## src/rtl/teclado_ps2.sv

```systemverilog
// PS/2 keyboard receiver for the piano display: filters the PS/2 lines, frames bytes,
// tracks make/break prefixes and holds the 6-bit note code of the last key pressed.
module teclado_ps2 #(
    parameter int FILTRO  = 8,
    parameter int TIMEOUT = 50000,
    parameter int W_TO    = 16
) (
    input  logic       clk50mhz,
    input  logic       reset,
    input  logic       ps2_clk,
    input  logic       ps2_data,
    output logic [5:0] tecla,
    output logic       tecla_nueva,
    output logic       err_trama
);
    localparam int W_F = $clog2(FILTRO + 1);
    localparam logic [W_F-1:0]  FILT_MAX = W_F'(FILTRO - 1);
    localparam logic [W_TO-1:0] TO_MAX   = W_TO'(TIMEOUT - 1);

    typedef enum logic [1:0] {IDLE, DATA, PARIDAD, STOP} estado_t;

    logic           r_clk_s1, r_clk_s2, r_dat_s1, r_dat_s2;
    logic           r_clk_f, r_bajada;
    logic [W_F-1:0] r_filt_cnt;
    estado_t        r_estado;
    logic [7:0]     r_shift, r_byte;
    logic [2:0]     r_bitcnt;
    logic           r_par, r_byte_ok, r_err;
    logic [W_TO-1:0] r_to_cnt;
    logic           r_ext, r_solt, r_nueva;
    logic [5:0]     r_tecla;
    logic [5:0]     w_nota;

    function automatic logic [5:0] f_mapa(input logic [7:0] code);
        case (code)
            8'h1C:   return 6'd1;
            8'h1D:   return 6'd2;
            8'h1B:   return 6'd3;
            8'h24:   return 6'd4;
            8'h23:   return 6'd5;
            8'h2B:   return 6'd6;
            8'h2C:   return 6'd7;
            8'h34:   return 6'd8;
            8'h35:   return 6'd9;
            8'h33:   return 6'd10;
            8'h3C:   return 6'd11;
            8'h3B:   return 6'd12;
            8'h42:   return 6'd13;
            default: return 6'd0;
        endcase
    endfunction

    assign w_nota = f_mapa(r_byte);

    always_ff @(posedge clk50mhz or negedge reset) begin
        if (!reset) begin
            r_clk_s1   <= 1'b1;
            r_clk_s2   <= 1'b1;
            r_dat_s1   <= 1'b1;
            r_dat_s2   <= 1'b1;
            r_clk_f    <= 1'b1;
            r_bajada   <= 1'b0;
            r_filt_cnt <= '0;
        end else begin
            r_clk_s1 <= ps2_clk;
            r_clk_s2 <= r_clk_s1;
            r_dat_s1 <= ps2_data;
            r_dat_s2 <= r_dat_s1;
            r_bajada <= 1'b0;
            // Any return to the accepted level restarts the stability count.
            if (r_clk_s2 != r_clk_f) begin
                if (r_filt_cnt == FILT_MAX) begin
                    r_clk_f    <= r_clk_s2;
                    r_bajada   <= ~r_clk_s2;
                    r_filt_cnt <= '0;
                end else begin
                    r_filt_cnt <= r_filt_cnt + 1'b1;
                end
            end else begin
                r_filt_cnt <= '0;
            end
        end
    end

    always_ff @(posedge clk50mhz or negedge reset) begin
        if (!reset) begin
            r_estado  <= IDLE;
            r_shift   <= '0;
            r_byte    <= '0;
            r_bitcnt  <= '0;
            r_par     <= 1'b0;
            r_byte_ok <= 1'b0;
            r_err     <= 1'b0;
            r_to_cnt  <= '0;
        end else begin
            r_byte_ok <= 1'b0;
            r_err     <= 1'b0;
            // Timeout takes priority over a bajada arriving in the same cycle.
            if (r_estado != IDLE && r_to_cnt == TO_MAX) begin
                r_estado <= IDLE;
                r_err    <= 1'b1;
                r_to_cnt <= '0;
            end else begin
                if (r_estado == IDLE || r_bajada)
                    r_to_cnt <= '0;
                else
                    r_to_cnt <= r_to_cnt + 1'b1;
                if (r_bajada) begin
                    case (r_estado)
                        IDLE: begin
                            if (!r_dat_s2) begin
                                r_estado <= DATA;
                                r_bitcnt <= '0;
                            end else begin
                                r_err <= 1'b1;
                            end
                        end
                        DATA: begin
                            r_shift  <= {r_dat_s2, r_shift[7:1]};
                            r_bitcnt <= r_bitcnt + 3'd1;
                            if (r_bitcnt == 3'd7)
                                r_estado <= PARIDAD;
                        end
                        PARIDAD: begin
                            r_par    <= r_dat_s2;
                            r_estado <= STOP;
                        end
                        STOP: begin
                            if (r_dat_s2 && (^{r_shift, r_par})) begin
                                r_byte    <= r_shift;
                                r_byte_ok <= 1'b1;
                            end else begin
                                r_err <= 1'b1;
                            end
                            r_estado <= IDLE;
                        end
                        default: r_estado <= IDLE;
                    endcase
                end
            end
        end
    end

    always_ff @(posedge clk50mhz or negedge reset) begin
        if (!reset) begin
            r_ext   <= 1'b0;
            r_solt  <= 1'b0;
            r_tecla <= '0;
            r_nueva <= 1'b0;
        end else begin
            r_nueva <= 1'b0;
            if (r_byte_ok) begin
                if (r_byte == 8'hE0) begin
                    r_ext <= 1'b1;
                end else if (r_byte == 8'hF0) begin
                    r_solt <= 1'b1;
                end else begin
                    r_ext  <= 1'b0;
                    r_solt <= 1'b0;
                    // Extended codes never map to notes; a break only releases the held note.
                    if (!r_ext && w_nota != 6'd0) begin
                        if (!r_solt) begin
                            if (w_nota != r_tecla) begin
                                r_tecla <= w_nota;
                                r_nueva <= 1'b1;
                            end
                        end else if (w_nota == r_tecla) begin
                            r_tecla <= 6'd0;
                            r_nueva <= 1'b1;
                        end
                    end
                end
            end
        end
    end

    assign tecla       = r_tecla;
    assign tecla_nueva = r_nueva;
    assign err_trama   = r_err;
endmodule

```

## config.mk

```make
export PLATFORM = sky130hd
export DESIGN_NAME = teclado_ps2
export DESIGN_NICKNAME = d
export VERILOG_FILES = /design/src/rtl/teclado_ps2.sv
export SDC_FILE = /design/constraint.sdc
export NUM_CORES = 1
export LEC_CHECK = 0
export CORE_MARGIN = 2
export CORE_UTILIZATION = 35
export CTS_CLUSTER_DIAMETER = 120
export CTS_CLUSTER_SIZE = 8
export DETAILED_ROUTE_END_ITERATION = 10
export PLACE_DENSITY = 0.58
export SYNTH_ARGS = -nofsm -noshare
export SYNTH_HDL_FRONTEND = slang
export SYNTH_SLANG_ARGS = --single-unit
```

## constraint.sdc

```tcl
create_clock -name clk50mhz -period 6.4 [get_ports clk50mhz]
set_clock_uncertainty 0.15 [all_clocks]
set_input_delay 0.96 -clock clk50mhz [delete_from_list [all_inputs] [get_ports clk50mhz]]
set_output_delay 0.96 -clock clk50mhz [all_outputs]
set_load 0.02 [all_outputs]
```

==> results.md <==
* Clock transition at the registers of the reported paths at 70 ps
* RSZ-0062 raised after global routing: no
* Crit share post-route at around 51%
* Standard-cell row count at 34
* Final net count at between 300 and 400
* Starting Density at between 30% and 40%
* Core area at roughly 0.0086 mm^2
* Leak at 1.518 nW
* Io pins at 12
* Layout area overhead at 12.24%
* Yosys top cell by area: dfrtp_1
* Area of the multi-input gates at 0.001501 mm^2
* Most frequent cells in the layout: dfrtp_1 (52), nor2_1 (31), nand2_1 (20), xnor2_1 (15)
* Fin. Hold Viols at 0
* CP required at roughly 6500 ps
* GRT Overall Usage at 12.87%
* Die Span Y at 97.28 um
* H-Tree Depth at 3
* VDD IR-drop max at between 0.0001 and 0.00015 V
* Crit path kind: reg -> reg
* Vias at 2117
* Slew headroom at 46.01%
* Clk buf depth at 2
* Post-CTS Resized at 0
* Most common cell after layout, fill and taps aside: dfrtp_1
* WP buf/inv at 0
* CP max stage delay at 520 ps
* Crit-path max FO at 13
* CTS root buffer: clkbuf_8
* Clk_lat worst skew at 340 ps
* Drt drc at 0
* Crit path cell chain: nor4b_1 -> a32oi_1 -> o211ai_1 -> xnor2_1 -> nand4_1 -> ha_1 -> nor3_1 -> nand2_1 -> a41oi_2 -> mux2_2
* Ratio of cells with drive above 1 in the final layout at ~15%
* CP max stage cell: dfrtp_1
* Final Power at 0.0009065 W
* Ant. Diodes at 0
* #FFs+latches synth at between 50 and 60
* FILL cells at 841
* Synth Cell Area at about 0.0030 mm^2
* Synth async-reset ratio at 100.0%
* Status: finished, final reports clean
* Hold_buf cts at 0
* Sequential area share after synthesis at 47.04%
* Post-CTS Setup Bufs at 0
* Measured slew at the worst slew-check pin at 808.4 ps
* Final HPWL DP at around 3700 um
* Area contributors post-synth: dfrtp_1 (43%), dfstp_2 (4.3%), xnor2_1 (4.3%), ha_1 (4.1%), mux2_2 (4.1%)
* Syn Area/Cell at 10.61 um^2
* Fin Setup TNS at 0 ps
* First-pass GRT wire length at 9853 um
* Crit end category: flop
* Final critical-path required period at 3272 ps
* Worst Hold Class: reg -> reg
* Placed cell areas at 0.003207 mm^2
* Die ar. at 0.009463 mm^2
* CTS sink cnt at 57
* Port Buf Inserts at 9
* CTS Buf Count at 9
* Arrival @ worst endpoint at 3350 ps
* DR vias/cell at 5.163
* Drt initial violations at 69
* Max Cap Violations at 0
* Yosys warning total at 0
* CTS tree: done
* Pwr Density at 265.2 mW/mm^2
* Mean routed wirelength per cell at 13.71 um
* Layout Utilization at 39.78%
* Max Slew Vio Count at 0
* Fin area at 0.003418 mm^2
* Main flop type after synthesis: dfrtp_1
* Crit path max-delay family: simple AND/OR/NAND/NOR gates
* Worst setup SP type: flop
* Achievable frequency at 305.6 MHz
* Pin count of the biggest net entering global routing at 58
* Gate Count Post-Synth at approximately 290
* Grt total ovfl at 0
* Die width at between 90 and 100 um
* Top cell type's share of synthesized area at 42.73%
* Setup violators final at 0
* Antenna viol nets, final at 0
* 1st-pass router iterations at 4
* Storage cell area at 0.001433 mm^2
* Gp weighted congestion at 0.8326
* Initial antenna violation count at 0
* Unique masters post-synth at 57
* Drt total wl at 5622 um
* Vias in the first global route at between 2000 and 2500
* EDFF count, synth at 0
[layer usage]
metal	track usage, %	routed length [um]
met5	0	0
met4	4.487	78
met3	4.748	234
met2	20.62	2700
met1	16.10	2608
[registers in the layout, indices dropped and copies added, names as in the netlist]
register     cells
r_dat_s2         1
r_estado         2
r_byte_ok        1
r_bitcnt         3
r_byte           8
r_bajada         1
r_solt           1
r_to_cnt        16
r_clk_f          1
err_trama        1
r_shift          8
tecla            4
r_par            1
r_dat_s1         1
r_clk_s1         1
r_clk_s2         1
tecla_nueva      1
r_filt_cnt       4
r_ext            1
[Yosys cell counts (4+ instances only)]
master and number:
a21oi_1 8, and3_1 4, dfrtp_1 52, dfstp_2 5
ha_1 10, inv_1 12, mux2_2 11, mux2_4 8
nand2_1 20, nand3_1 12, nand3b_1 4, nand4_1 4
nor2_1 31, nor2b_1 4, nor3b_1 7, o21ai_0 7
xnor2_1 15, xor2_1 12
[cell families after synthesis]
family                     count (synthesis)  synth area share [%]
and+or+nand+nor                          109                 19.19
DFF                                       57                 47.04
buffers and inverters                     24                 3.779
other                                      1                0.1231
xor gates and xnor gates                  28                 8.505
adders and majority gates                 10                 4.108
AOI/OAI and AO/OA                         37                 8.587
muxes                                     21                 8.669
[final cells by class]
type	count	area share [%]
Timing Repair Buffer	10	2.709
Clock buffer	11	3.843
Inverter	12	1.318
Tap cell	108	3.953
Multi-Input combinational cell	207	43.92
Clock inverter	5	2.343
Sequential cell	57	41.91
[path summary, 6_finish.rpt]
check	start	endpoint	slack (ps)	cells past startpoint
worst max-delay path	r_byte[3]	tecla[2]	3130	10
worst min-delay path	r_dat_s1	r_dat_s2	210	0
worst max register to register	r_byte[3]	tecla[2]	3130	10
worst min register to register	r_dat_s1	r_dat_s2	210	0
max in group asynchronous	reset	r_estado[1]	5010	2
min in group asynchronous	reset	tecla[0]	600	2
[power breakdown]
| group | leakage [nW] | switching (W) | total (W) | internal [W] |
|---|---|---|---|---|
| clock network | 0.0995 | 0.000145 | 0.000364 | 0.000219 |
| registers | 0.766 | 0.0000278 | 0.000419 | 0.000392 |
| logic | 0.652 | 0.0000766 | 0.000123 | 0.0000466 |
| total | 1.52 | 0.000250 | 0.000907 | 0.000657 |
[metrics by stage]
step | std cells | hold slack [ps] | setup WS [ps]
after global routing | 410 | 215.4 | 2869
final | 410 | 205.9 | 3128
after global placement | 394 | 195.9 | 3319
after CTS | 410 | 207.7 | 3161
after detailed placement | 394 | 197.2 | 3205
after floorplan | 288 | 195.2 | 3508
Note: power is estimated with default switching activity, not from simulation.
